File: src/rtl/mult_share_ctrl.sv
// Round-robin controller sharing one 4x4 unsigned multiplier among NUM_REQ requesters.
// Optional completed-operation counter (op_count port) enabled by defining MULT_SHARE_CNT_EN.
module mult_share_ctrl #(
  parameter int unsigned NUM_REQ = 4,
  parameter int unsigned ID_W    = 2
) (
  input  logic                   clk,
  input  logic                   rst_n,
  input  logic [NUM_REQ-1:0]     req_valid,
  input  logic [4*NUM_REQ-1:0]   req_a,
  input  logic [4*NUM_REQ-1:0]   req_b,
  output logic [NUM_REQ-1:0]     req_ready,
  output logic                   out_valid,
  input  logic                   out_ready,
  output logic [7:0]             out_product,
  output logic [ID_W-1:0]        out_id,
`ifdef MULT_SHARE_CNT_EN
  output logic [15:0]            op_count,
`endif
  output logic                   busy
);

  localparam int unsigned OP_W   = 4;
  localparam int unsigned PROD_W = 8;

  typedef enum logic [1:0] {IDLE, MUL, DONE} state_t;

  state_t            state;
  logic [ID_W-1:0]   ptr;
  logic [OP_W-1:0]   op_a;
  logic [OP_W-1:0]   op_b;
  logic [ID_W-1:0]   op_id;
  logic [PROD_W-1:0] mul_product;

  logic              hi_found;
  logic              lo_found;
  logic [ID_W-1:0]   hi_idx;
  logic [ID_W-1:0]   lo_idx;
  logic [ID_W-1:0]   win_idx;
  logic [ID_W-1:0]   next_ptr;
  logic [OP_W-1:0]   win_a;
  logic [OP_W-1:0]   win_b;
  logic              grant_en;
  logic              accept;

  // Shared multiplier, fed only from the operand registers.
  assign mul_product = PROD_W'(op_a) * PROD_W'(op_b);

  // Round-robin pick: lowest valid index at/above ptr, else lowest valid overall.
  always_comb begin
    hi_found = 1'b0;
    lo_found = 1'b0;
    hi_idx   = '0;
    lo_idx   = '0;
    for (int i = NUM_REQ - 1; i >= 0; i--) begin
      if (req_valid[i]) begin
        lo_found = 1'b1;
        lo_idx   = ID_W'(i);
        if (ID_W'(i) >= ptr) begin
          hi_found = 1'b1;
          hi_idx   = ID_W'(i);
        end
      end
    end
    win_idx = hi_found ? hi_idx : lo_idx;
  end

  // Operand mux for the winning requester.
  always_comb begin
    win_a = '0;
    win_b = '0;
    for (int i = 0; i < NUM_REQ; i++) begin
      if (ID_W'(i) == win_idx) begin
        win_a = req_a[i*OP_W +: OP_W];
        win_b = req_b[i*OP_W +: OP_W];
      end
    end
  end

  assign grant_en  = rst_n && ((state == IDLE) || ((state == DONE) && out_ready));
  assign accept    = grant_en && lo_found;
  assign req_ready = accept ? (NUM_REQ'(1) << win_idx) : '0;
  assign next_ptr  = (win_idx == ID_W'(NUM_REQ - 1)) ? '0 : win_idx + ID_W'(1);

  // Controller state and registered outputs.
  always_ff @(posedge clk or negedge rst_n) begin
    if (!rst_n) begin
      state       <= IDLE;
      ptr         <= '0;
      op_a        <= '0;
      op_b        <= '0;
      op_id       <= '0;
      out_valid   <= 1'b0;
      out_product <= '0;
      out_id      <= '0;
      busy        <= 1'b0;
    end else begin
      case (state)
        IDLE: begin
          if (accept) begin
            state <= MUL;
            op_a  <= win_a;
            op_b  <= win_b;
            op_id <= win_idx;
            ptr   <= next_ptr;
            busy  <= 1'b1;
          end
        end
        MUL: begin
          state       <= DONE;
          out_product <= mul_product;
          out_id      <= op_id;
          out_valid   <= 1'b1;
        end
        DONE: begin
          if (out_ready) begin
            out_valid <= 1'b0;
            if (accept) begin
              state <= MUL;
              op_a  <= win_a;
              op_b  <= win_b;
              op_id <= win_idx;
              ptr   <= next_ptr;
            end else begin
              state <= IDLE;
              busy  <= 1'b0;
            end
          end
        end
        default: begin
          state     <= IDLE;
          out_valid <= 1'b0;
          busy      <= 1'b0;
        end
      endcase
    end
  end

`ifdef MULT_SHARE_CNT_EN
  // Saturating count of result handshakes.
  always_ff @(posedge clk or negedge rst_n) begin
    if (!rst_n) begin
      op_count <= '0;
    end else if (out_valid && out_ready && (op_count != 16'hFFFF)) begin
      op_count <= op_count + 16'd1;
    end
  end
`endif

endmodule

File: config.mk
export PLATFORM = sky130hd
export DESIGN_NAME = mult_share_ctrl
export DESIGN_NICKNAME = d
export VERILOG_FILES = /design/src/rtl/mult_share_ctrl.sv
export SDC_FILE = /design/constraint.sdc
export NUM_CORES = 1
export LEC_CHECK = 0
export BUFFER_PORTS_ARGS = -buffer_cell sky130_fd_sc_hd__buf_2
export CAP_MARGIN = 15
export CORE_UTILIZATION = 51
export CTS_CLUSTER_DIAMETER = 80
export DETAILED_ROUTE_END_ITERATION = 16
export PLACE_DENSITY = 0.82
export SLEW_MARGIN = 25
export SYNTH_ARGS = -nofsm -noshare
export SYNTH_HDL_FRONTEND = slang
export SYNTH_SLANG_ARGS = --single-unit
File: constraint.sdc
create_clock -name clk -period 3.7 [get_ports clk]
set_input_delay 0.185 -clock clk [delete_from_list [all_inputs] [get_ports clk]]
set_output_delay 0.185 -clock clk [all_outputs]
set_load 0.01 [all_outputs]
==> results.py <==
metrics = {
    "status": {
        "status": "finished, final reports clean",
    },
    "global_route": {
        "grt_overflow": 0,
        "grt_pass1_wl_um": 5664,
        "grt_pass1_vias": 1360,
        "antenna_found_initial": 0,
        "grt_max_degree": 28,
        "track_usage_pct": 20.15,
    },
    "worst_setup_path": {
        "r2r_start": "op_a[0]$_DFFE_PN0P_",
        "endpoint_kind": "flip-flop",
        "crit_arrival_ns": 3.03,
        "required_ns": 3.90,
        "critical_path.startpoint_type": "flip-flop",
        "worstSetupPathType": "reg -> reg",
        "worstReg2RegEnd": "out_product[6]$_DFFE_PN0P_",
        "r2r_cells": 9,
        "startpoint": "op_a[0]$_DFFE_PN0P_",
        "worst-path-max-fanout": 5,
        "r2r_slack_ns": 0.87,
    },
    "logic_synthesis": {
        "synthAdderAreaFrac_pct": 15.63,
        "synth.yosys.warnings": 0,
        "synth_edf_count": 0,
        "yosysUniqueCellTypes": 33,
        "synth_xor_area_share_pct": 1.954,
        "ys_seq_elements": 26,
        "synth-simple-area-share_pct": 17.59,
        "synth_top_family_by_area": "compound AO/OA/AOI/OAI gates",
        "synth_area_mm2": 0.001793,
        "synth_area_per_cell_um2": 9.640,
        "synth.yosys.seq_area_share_pct": 36.29,
        "synth-async-reset-ratio_pct": 100.0,
        "synthMuxAreaShare_pct": 4.396,
        "synth_cells": 186,
        "syn_nets": 245,
        "synthFlopType": "dfrtp_1",
        "synth_compound_area_share_pct": 18.70,
    },
    "worst_hold_path": {
        "hold_depth": 3,
        "hp-start": "req_b[12]",
        "hp-class": "in -> reg",
        "hold_path_end": "op_b[0]$_DFFE_PN0P_",
    },
    "routing": {
        "route.detailed.drc": 0,
        "drt_first_iter_violations": 40,
        "route.final.wire_length_um": 3392,
        "postRouteAntennaNets": 0,
        "dr.pass1.iters": 4,
        "vias": 1481,
        "viasPerCell": 5.215,
        "avgRoutedWirePerCell_um": 11.94,
    },
    "clocking": {
        "cts_made_buffers": 3,
        "clkSlewWorstSetupHoldPaths_ns": 0.14,
        "hold_buffers": 1,
        "htree_levels": 1,
        "postCtsSetupRepairBufs": 0,
        "cts_buffer_depth": 2,
        "clock_sinks": 26,
        "cts_tree": "built",
        "postCtsResizedCells": 0,
        "cts-root-buf": "clkbuf_4",
        "insertion_delay_ns": 0.32,
    },
    "floorplanning": {
        "core_mm2": 0.003363,
        "die_area_mm2": 0.003756,
        "die_h_um": 61.29,
        "io-pin-count": 55,
        "num_rows": 21,
        "die_width_um": 61.29,
        "start_util_pct": 53.31,
    },
    "finish": {
        "layout-drive-gt1-share_pct": 29.83,
        "diodes": 0,
        "syn_to_final_growth_pct": 20.10,
        "final_core_util_pct": 64.03,
        "seqCellArea_um2": 650.6,
        "fillerInstances": 303,
        "multiInputGateArea_mm2": 0.001045,
        "fin_nets": 298,
    },
    "pwr": {
        "p_seq_share_pct": 26.5,
        "combPwrFrac_pct": 63.7,
        "switching_share_pct": 42.26,
        "netSwitchingPower_uw": 841.9,
        "powerDensity_mw_per_mm2": 925.1,
        "ir_drop_uv": 339.9,
        "p_int_mw": 1.150,
        "power_leakage_nw": 1.109,
        "clkPwrFrac_pct": 9.8,
    },
    "timing": {
        "slew_viol_final": 0,
        "clock_skew_ns": 0.001503,
        "fmax_mhz": 353.5,
        "hold_violations": 0,
        "worst_pin_slew_ns": 0.8667,
        "relSlewSlack_pct": 41.97,
        "fin_crit_sh_pct": 76.45,
        "rsz0062_at_grt": "no",
        "worst_slack_ns": 0.8715,
        "period_minus_slack_ns": 2.829,
        "setup_viol": 0,
        "setup_tns_ns": 0,
    },
    "placement": {
        "port_buffers": 54,
        "dp_worst_setup_slack_ns": 0.8777,
        "place.gp.congestion": 0.8594,
        "hpwl_um": 2674,
    },
    "run": {
        "drv_cap": 0,
    },
}
-- cells by family after synthesis --
family / count (synthesis)
mux: 7
flops: 26
xor+xnor: 4
buf+inv: 23
fa+ha+maj: 20
simple gates: 57
compound gates: 49
-- worst max-delay path by stage --
| stage | to | slack, ns | depth (start not counted) |
|---|---|---|---|
| 3_5_place_dp | out_product[6]$_DFFE_PN0P_ | 0.88 | 9 |
| 5_1_grt | out_product[6]$_DFFE_PN0P_ | 0.70 | 9 |
| 2_1_floorplan | out_product[6]$_DFFE_PN0P_ | 1.02 | 9 |
| 3_3_place_gp | out_product[6]$_DFFE_PN0P_ | 0.95 | 9 |
| 6_report | out_product[6]$_DFFE_PN0P_ | 0.87 | 9 |
| 4_1_cts | out_product[6]$_DFFE_PN0P_ | 0.86 | 9 |
-- worst max-delay path, stage by stage (launching register included) --
cell and delay (ns):
dfrtp_1 0.43, nand2_1 0.10, fa_1 0.54, inv_1 0.05, fa_1 0.53, fa_1 0.48
a21o_1 0.19, a21oi_1 0.16, xor2_1 0.14, o21ai_0 0.08
-- power groups by stage --
stage	registers [mW]	clock network (mW)	logic (mW)
2_1_floorplan	0.540	0	0.964
3_3_place_gp	0.524	0	1.24
3_5_place_dp	0.534	0	1.27
4_1_cts	0.526	0.198	1.28
5_1_grt	0.545	0.209	1.47
6_report	0.527	0.196	1.27
-- area by class of cell --
| cell class | instances | area share, % |
|---|---|---|
| Clock buffer | 3 | 1.046 |
| Clock inverter | 1 | 1.395 |
| Inverter | 14 | 2.440 |
| Multi-Input combinational cell | 137 | 48.52 |
| Sequential cell | 26 | 30.21 |
| Tap cell | 46 | 2.673 |
| Timing Repair Buffer | 57 | 13.71 |
-- per-stage QoR --
step | total power [mW] | instance area [um^2] | hold slack [ns] | instances
after detailed placement | 1.800 | 2091 | 0.2093 | 279
after global placement | 1.765 | 2091 | 0.2081 | 279
final | 1.992 | 2153 | 0.1007 | 284
after CTS | 2.008 | 2153 | 0.09194 | 284
after floorplan | 1.505 | 1793 | -0.1106 | 186
after global routing | 2.223 | 2153 | 0.09868 | 284
-- Yosys cell counts, types with 2 or more instances --
library cell  count  area share, %
a31oi_1           7            2.4
a211o_1           7            3.4
nand2_1          20            4.2
inv_1            14            2.9
ha_1             16             11
a221oi_1          7            3.4
and2_1           16            5.6
xor2_1            2           0.98
nand2b_1          3            1.0
xnor2_1           2           0.98
dfrtp_1          26             36
clkbuf_1          7            1.5
mux2_2            7            4.4
a21o_1            2           0.84
a21oi_1          10            2.8
nor2_1           12            2.5
o21ai_0           8            2.2
fa_1              4            4.5
a211oi_1          2           0.84
-- registers in the layout (all words and copies together), names as in the netlist --
name         flops
busy             1
op_a             4
op_b             4
op_id            2
out_id           2
out_product      8
out_valid        1
ptr              2
state            2
-- routing by layer --
| metal | track usage, % | wire [um] | vias up |
|---|---|---|---|
| met5 | 0 | 0 | - |
| met4 | 7.143 | 17 | 0 |
| met3 | 2.101 | 136 | 3 |
| met2 | 35.71 | 1611 | 54 |
| met1 | 25.47 | 1627 | 666 |
| li1 | - | - | 758 |
-- cell usage in the layout (no fill, tap or decap), types with 2 or more instances in the layout --
cell type / n
mux2_2: 7
a221oi_1: 7
buf_4: 2
a211o_1: 7
inv_1: 14
o21ai_0: 8
and2_1: 16
xnor2_1: 2
nand2b_1: 3
nor2_1: 12
buf_2: 54
a31oi_1: 7
a21oi_1: 10
ha_1: 16
nand2_1: 20
fa_1: 4
a21o_1: 2
clkbuf_4: 3
xor2_1: 2
a211oi_1: 2
dfrtp_1: 26
No activity file was read; power rests on OpenSTA's default activity.
